## src/rtl/id_pkg.sv

```systemverilog
// Shared types and sizing helpers for the ID-stage operand scoreboard.
// The entry record is sized for the widest register index any instance may use.
package id_pkg;

  localparam int DEF_REG_W = 5;
  localparam int MAX_REG_W = 8;
  localparam int CNT_W     = 8;

  typedef struct packed {
    logic                 valid;
    logic [MAX_REG_W-1:0] idx;
    logic [CNT_W-1:0]     wait_cnt;
  } entry_t;

  function automatic int sel_w(input int depth);
    return $clog2(depth + 1);
  endfunction

endpackage

```

## src/rtl/scoreboard_lookup.sv

```systemverilog
// Per-source lookup: finds the youngest in-flight writer of src and reports
// whether its value is already forwardable or still pending.
module scoreboard_lookup
  import id_pkg::*;
#(
  parameter int FWD_DEPTH = 2,
  parameter int REG_W     = DEF_REG_W,
  parameter int SEL_W     = 2
) (
  input  entry_t [FWD_DEPTH-1:0] ents,
  input  logic   [REG_W-1:0]     src,
  input  logic                   used,
  output logic   [SEL_W-1:0]     sel,
  output logic                   pending
);

  logic hit;

  // Scan from stage 1 outward; the first hit is the youngest writer.
  always_comb begin
    sel     = '0;
    pending = 1'b0;
    hit     = 1'b0;
    for (int k = 0; k < FWD_DEPTH; k++) begin
      if (!hit && used && (src != '0) && ents[k].valid &&
          (ents[k].idx == MAX_REG_W'(src))) begin
        hit = 1'b1;
        if (ents[k].wait_cnt != '0) pending = 1'b1;
        else                        sel     = SEL_W'(k + 1);
      end
    end
  end

endmodule

```

## src/rtl/id_scoreboard.sv

```systemverilog
// ID-stage scoreboard: tracks destinations of in-flight instructions, selects
// forwarding sources and raises a load-use stall.
module id_scoreboard
  import id_pkg::*;
#(
  parameter  int NUM_SRC   = 2,
  parameter  int FWD_DEPTH = 2,
  parameter  int LOAD_LAT  = 1,
  parameter  int REG_W     = DEF_REG_W,
  localparam int SEL_W     = sel_w(FWD_DEPTH)
) (
  input  logic                     clk,
  input  logic                     reset,
  input  logic                     issue_valid,
  output logic                     issue_ready,
  input  logic [NUM_SRC*REG_W-1:0] src_reg,
  input  logic [NUM_SRC-1:0]       src_used,
  input  logic [REG_W-1:0]         dst_reg,
  input  logic                     dst_we,
  input  logic                     dst_is_load,
  input  logic                     flush,
  output logic [NUM_SRC*SEL_W-1:0] fwd_sel,
  output logic                     stall,
  output logic [15:0]              stall_count
);

  if (LOAD_LAT < 0 || LOAD_LAT > FWD_DEPTH - 1) begin : g_bad_lat
    $error("id_scoreboard: LOAD_LAT must lie in 0..FWD_DEPTH-1");
  end
  if (REG_W > MAX_REG_W || REG_W < 1) begin : g_bad_reg_w
    $error("id_scoreboard: REG_W out of range for entry_t");
  end

  entry_t [FWD_DEPTH-1:0] ents;
  entry_t                 new_ent;
  logic   [NUM_SRC-1:0]   pend;
  logic                   accept;

  for (genvar i = 0; i < NUM_SRC; i++) begin : g_src
    scoreboard_lookup #(
      .FWD_DEPTH (FWD_DEPTH),
      .REG_W     (REG_W),
      .SEL_W     (SEL_W)
    ) u_lookup (
      .ents    (ents),
      .src     (src_reg[i*REG_W +: REG_W]),
      .used    (src_used[i]),
      .sel     (fwd_sel[i*SEL_W +: SEL_W]),
      .pending (pend[i])
    );
  end

  assign stall       = issue_valid & ~flush & (|pend);
  assign issue_ready = ~stall;
  assign accept      = issue_valid & issue_ready & ~flush & dst_we & (dst_reg != '0);

  // Writes to r0 never enter the table, so r0 can never be forwarded.
  always_comb begin
    new_ent          = '0;
    new_ent.valid    = accept;
    new_ent.idx      = accept ? MAX_REG_W'(dst_reg) : '0;
    new_ent.wait_cnt = (accept && dst_is_load) ? CNT_W'(LOAD_LAT) : '0;
  end

  always_ff @(posedge clk) begin
    if (reset) begin
      ents        <= '0;
      stall_count <= '0;
    end else begin
      ents[0] <= new_ent;
      for (int k = 1; k < FWD_DEPTH; k++) begin
        ents[k].valid    <= ents[k-1].valid;
        ents[k].idx      <= ents[k-1].idx;
        ents[k].wait_cnt <= (ents[k-1].wait_cnt == '0) ? '0
                                                        : ents[k-1].wait_cnt - CNT_W'(1);
      end
      if (stall && (stall_count != 16'hFFFF)) stall_count <= stall_count + 16'd1;
    end
  end

endmodule

```

## config.mk

```make
export PLATFORM = sky130hd
export DESIGN_NAME = id_scoreboard
export DESIGN_NICKNAME = d
export VERILOG_FILES = /design/src/rtl/id_pkg.sv /design/src/rtl/scoreboard_lookup.sv /design/src/rtl/id_scoreboard.sv
export SDC_FILE = /design/constraint.sdc
export NUM_CORES = 1
export LEC_CHECK = 0
export ABC_AREA = 0
export BUFFER_PORTS_ARGS = -buffer_cell sky130_fd_sc_hd__buf_2
export CAP_MARGIN = 20
export CORE_ASPECT_RATIO = 1.5
export CORE_UTILIZATION = 51
export CTS_CLUSTER_DIAMETER = 150
export DETAILED_ROUTE_END_ITERATION = 7
export PLACE_DENSITY = 0.81
export SETUP_SLACK_MARGIN = 0.2
export SLEW_MARGIN = 40
export SYNTH_ARGS = -nofsm -noshare
export SYNTH_HDL_FRONTEND = slang
export SYNTH_SLANG_ARGS = --single-unit
```

## constraint.sdc

```tcl
create_clock -name clk -period 2.25 [get_ports clk]
set_input_delay 0.1125 -clock clk [delete_from_list [all_inputs] [get_ports clk]]
set_output_delay 0.1125 -clock clk [all_outputs]
set_load 0.01 [all_outputs]
```

# Word level (Yosys, flattened, before mapping)
# Cells that the tools add are included.
totals:
  output_inout_bits: 22
  elab_cells: 68
  register_bits: 50
op_classes:
  eq_ne: 5
  n_bitwise: 9
  n_mux: 17
  add_sub_neg: 2
  n_reduce_logical: 27
ops:
  columns: ["cell", "n"]
  rows:
  - ["== test 8 x 5 -> 1 bit", 4]
  - ["adder 16 x 1 -> 16 bit (second input constant)", 1]
  - ["logical AND 1 bit", 16]
  - ["!= test 16 bit (second input constant)", 1]
  - ["nonzero test 8 bit", 2]
  - ["nonzero test 5 bit", 3]
  - ["2-to-1 mux 1 bit", 12]
  - ["2-to-1 mux 2 bit", 5]
  - ["zero test 8 bit", 1]
  - ["subtractor 8 x 1 -> 8 bit (second input constant)", 1]
  - ["AND 1 bit", 6]
  - ["OR reduction 2 bit", 3]
  - ["NOT 1 bit", 3]
  - ["zero test 1 bit", 2]

# Logic depth before layout (Yosys ltp)
logic_depth:
  ltp_word: 20
  mapped_depth: 10
  ltp_nobuf: 7

# By module
# A second synthesis with hierarchy kept.
hier_totals:
  cells_unflattened: 211
  area_unflattened_um2: 1749.2
modules_own_cells:
  columns: ["mod", "cells_per_inst", "area_each_um2", "instances"]
  rows:
  - ["id_scoreboard", 143, 1296.2, 1]
  - ["scoreboard_lookup", 34, 226.5, 2]

# Least setup slack after synthesis
# OpenSTA, ideal clock, no wires.
synth_path:
  kind: "register to register"
  start: "register stall_count[0]"
  end: "register stall_count[1]"
  t_required_ps: 2122
  path_slack_ps: 193
  path_stages_with_launch: 11
  arrival_time_ps: 1930
  cell_sequence: "dfxtp_1 -> ha_1 -> and2_0 -> clkbuf_1 -> nand4_1 -> and3_1 -> a2bb2oi_2 -> buf_4 -> buf_6 -> mux2i_1 -> nor2_1"
synth_via:
  elab_chain_cells: 2
synth_lines:
  columns: ["item", "line", "source"]
  rows:
  - ["start, declared", "id_scoreboard.sv:24", "output logic [15:0] stall_count"]
  - ["start signal, assigned", "id_scoreboard.sv:77", "if (stall && (stall_count != 16'hFFFF)) stall_count <= stall_count + 16'd1;"]
  - ["parallel branches: the longest is 2 deep, another holds adder 16 x 1 -> 16 bit", null, null]
# Parallel ways; which one is timed is not known.
# A chain may end at the register's enable or synchronous reset.

# Worst setup path after layout
layout_path:
  start: "register, netlist name ents[29]"
  end: "register stall_count[9]"
layout_via:
  elab_chain_cells: 6
layout_lines:
  columns: ["item", "line", "source"]
  rows:
  - ["== test 8 x 5 -> 1 bit", "scoreboard_lookup.sv:26", "(ents[k].idx == MAX_REG_W'(src))) begin"]
  - ["logical AND 1 bit", "scoreboard_lookup.sv:25", "if (!hit && used && (src != '0) && ents[k].valid &&"]
  - ["2-to-1 mux 1 bit", "scoreboard_lookup.sv:25", null]
  - ["OR reduction 2 bit *", "id_scoreboard.sv:53", "assign stall = issue_valid & ~flush & (|pend);"]
  - ["AND 1 bit *", "id_scoreboard.sv:53", null]
  - ["logical AND 1 bit *", "id_scoreboard.sv:77", null]
# Mark *: on every way between the ends. The rest lies on a longest branch, timed or not.

==> flow_metrics.env <==
export IMPL_grt_pass1_wl_um=5878
export IMPL_avgSynthCellArea_um2=8.927
export IMPL_p_per_area_mw_per_mm2=515.5
export IMPL_max_cap_violations=0
export IMPL_ys_async_sr_fraction_pct=0
export IMPL_diodes=0
export IMPL_dieArea_mm2=0.003220
export IMPL_finalWorstPathRequiredPeriod_ns=2.312
export IMPL_grt_pass1_vias=1421
export IMPL_outcome="complete, but fails checks"
export IMPL_clock_fmax_mhz=432.5
export IMPL_endpoint_kind="flip-flop"
export IMPL_fin_crit_sh_pct=102.8
export IMPL_syn_area_mm2=0.001526
export IMPL_multi_input_area_um2=933.4
export IMPL_htreeDepth=2
export IMPL_grt_ovfl_total=0
export IMPL_critPathMaxFanout=10
export IMPL_grt_max_degree=24
export IMPL_required_ns=2.47
export IMPL_grt_use_total_pct=25.48
export IMPL_start_util_pct=52.95
export IMPL_synth_edff_count=0
export IMPL_slew_viol_final=0
export IMPL_clkTransAtPathRegs_ns=0.06
export IMPL_seq_area_um2=605.6
export IMPL_vdd_drop_max_mv=0.4250
export IMPL_clock_skew_ns=0.003843
export IMPL_wl_per_cell_um=14.80
export IMPL_avgViaCountPerCell=5.598
export IMPL_synth_seq_cells=30
export IMPL_core_area_mm2=0.002883
export IMPL_numClockSinks=30
export IMPL_die_h_um=69.01
export IMPL_gp_congestion=0.8277
export IMPL_nets=252
export IMPL_die_w_um=46.67
export IMPL_cts_path_max_buffers=2
export IMPL_clock_latency_ns=0.29
export IMPL_ios=45
export IMPL_ys_seq_area_share_pct=39.34
export IMPL_vias=1489
export IMPL_wl_um=3937
export IMPL_finalSetupTns_ns=-0.2376
export IMPL_cts_root_buf="clkbuf_8"
export IMPL_whs_ns=0.04150
export IMPL_setup_viol=8
export IMPL_power_leakage_nw=0.8450
export IMPL_first_iter_violations=32
export IMPL_synthFlopType="dfxtp_1"
export IMPL_drc=0
export IMPL_setup_ws_ns=-0.06227
export IMPL_dp_hpwl_um=2623
export IMPL_yosysWarnings=0
export IMPL_rsz0062_at_grt="yes"
export IMPL_ant_nets=0
export IMPL_cts_tree="yes"
export IMPL_syn_nets=195
export IMPL_finalHoldViolCount=0
export IMPL_worstSetupPathType="reg2reg"
export IMPL_rows=24
export IMPL_cts_hold_buf=0
export IMPL_dpl_cell_count=255
export IMPL_ys_types=38
export IMPL_antenna_found_initial=0
export IMPL_instances_no_fill=266
export IMPL_critPathArrivalTime_ns=2.53
export IMPL_portBuffers=44
export IMPL_hold_path_class="in2reg"
export IMPL_worstSetupStartpointType="flip-flop"
export IMPL_firstDrtPassIters=4
export IMPL_synthToLayoutAreaGrowth_pct=33.44
export IMPL_fill_cells=245
export IMPL_violations="setup timing"
export IMPL_cts_buffers=5
export IMPL_drive_gt1_share_pct=35.68
export IMPL_synthCells=171
## layout make-up
cell class,instances,area share (%)
multi-input cells,132,45.82
flip-flops and latches,30,29.73
inverters,3,0.5528
well taps,39,2.396
repair buffers,56,17.44
clock buffers,6,4.054
## kinds of logic after synthesis
logic type               synth area share [%]
flip-flops                              39.34
multiplexers                           0.6558
AND/OR/NAND/NOR                         28.69
adder cells (fa/ha/maj)                0.8195
other                                  0.2457
XOR/XNOR                                12.05
AO/OA/AOI/OAI                           14.75
buffers and inverters                   3.443
## per-stage QoR
step	utilization [%]	instance area [um2]	total power, mW	setup slack, ns
6_report	70.66	2037	1.050	-0.06227
4_1_cts	69.18	1994	1.046	0.04104
5_1_grt	70.66	2037	1.078	-0.2062
3_3_place_gp	63.15	1821	0.6224	0.007231
3_5_place_dp	63.15	1821	0.6230	-0.04726
2_1_floorplan	-	1528	0.5844	0.2079
## cells in the mapped netlist (3+ instances only)
library cell	instances	area [um2]
nor4_1	4	25.02
nor3_1	3	15.01
nand2_1	9	33.78
dfxtp_1	30	600.6
inv_1	3	11.26
o31ai_1	4	30.03
o21ai_0	10	50.05
nor2b_1	7	43.79
nor2_1	4	15.01
and2_1	7	43.79
or4_1	7	52.55
a21oi_1	14	70.07
xnor2_1	12	105.1
nand4_1	8	50.05
and3_1	3	18.77
nand3_1	4	20.02
xor2_1	9	78.83
or3_1	8	50.05
clkbuf_1	3	11.26
## sequential cells by signal, indices dropped and copies added (netlist names)
signal and flops:
stall_count 16, ents 14
## what timing repair did
item | 4_1_cts | 5_1_grt
pin swaps | 12 | 9
setup endpoints to repair | 21 | 25
gates cloned | 1 | 0
gates resized for setup | 10 | 12
buffers inserted | 3 | 1
## cells in the final DEF, fill, tap and decap left out, types with 3 or more instances in the layout
master	synthesis	routed
a21oi_1	14	14
and2_1	7	4
and2_4	0	3
and3_1	3	3
buf_2	0	42
buf_4	1	10
clkbuf_8	0	6
dfxtp_1	30	26
dfxtp_2	0	4
nand2_1	9	9
nand3_1	4	4
nand4_1	8	8
nor2_1	4	4
nor2b_1	7	7
nor4_1	4	3
o21ai_0	10	8
o21ai_1	1	3
o31ai_1	4	3
or3_1	8	7
or4_1	7	7
xnor2_1	12	12
xor2_1	9	9
## worst paths after layout
path	depth (start not counted)	end	startpoint	slack, ns
worst min-delay path	2	ents[12]$_SDFF_PP0_	dst_reg[4]	0.04
worst max register to register	9	stall_count[9]$_SDFFE_PP0P_	ents[29]$_SDFF_PP0_	-0.06
worst max-delay path	9	stall_count[9]$_SDFFE_PP0P_	ents[29]$_SDFF_PP0_	-0.06
worst min register to register	2	stall_count[14]$_SDFFE_PP0P_	stall_count[14]$_SDFFE_PP0P_	0.50
## critical path, stage by stage (launching register included)
cell and delay (ns):
dfxtp_2 0.33, xor2_1 0.13, nor4_1 0.28, buf_4 0.17, nand4b_1 0.15, o22ai_2 0.28
a2bb2oi_4 0.11, buf_12 0.15, or4b_1 0.51, a21oi_1 0.15
## routing by layer
metal / track usage, % / share of wire, %
met1: 22.87 / 36
met2: 46.45 / 57
met3: 7.853 / 5.0
met4: 12.70 / 2.5
met5: 0 / 0
## power breakdown
group	internal (mW)	switching (mW)	leakage [nW]
Sequential	0.536	0.00479	0.244
Combinational	0.0376	0.0403	0.557
Clock	0.235	0.196	0.0431
Total	0.809	0.241	0.845
(Power assumes the default switching activity.)
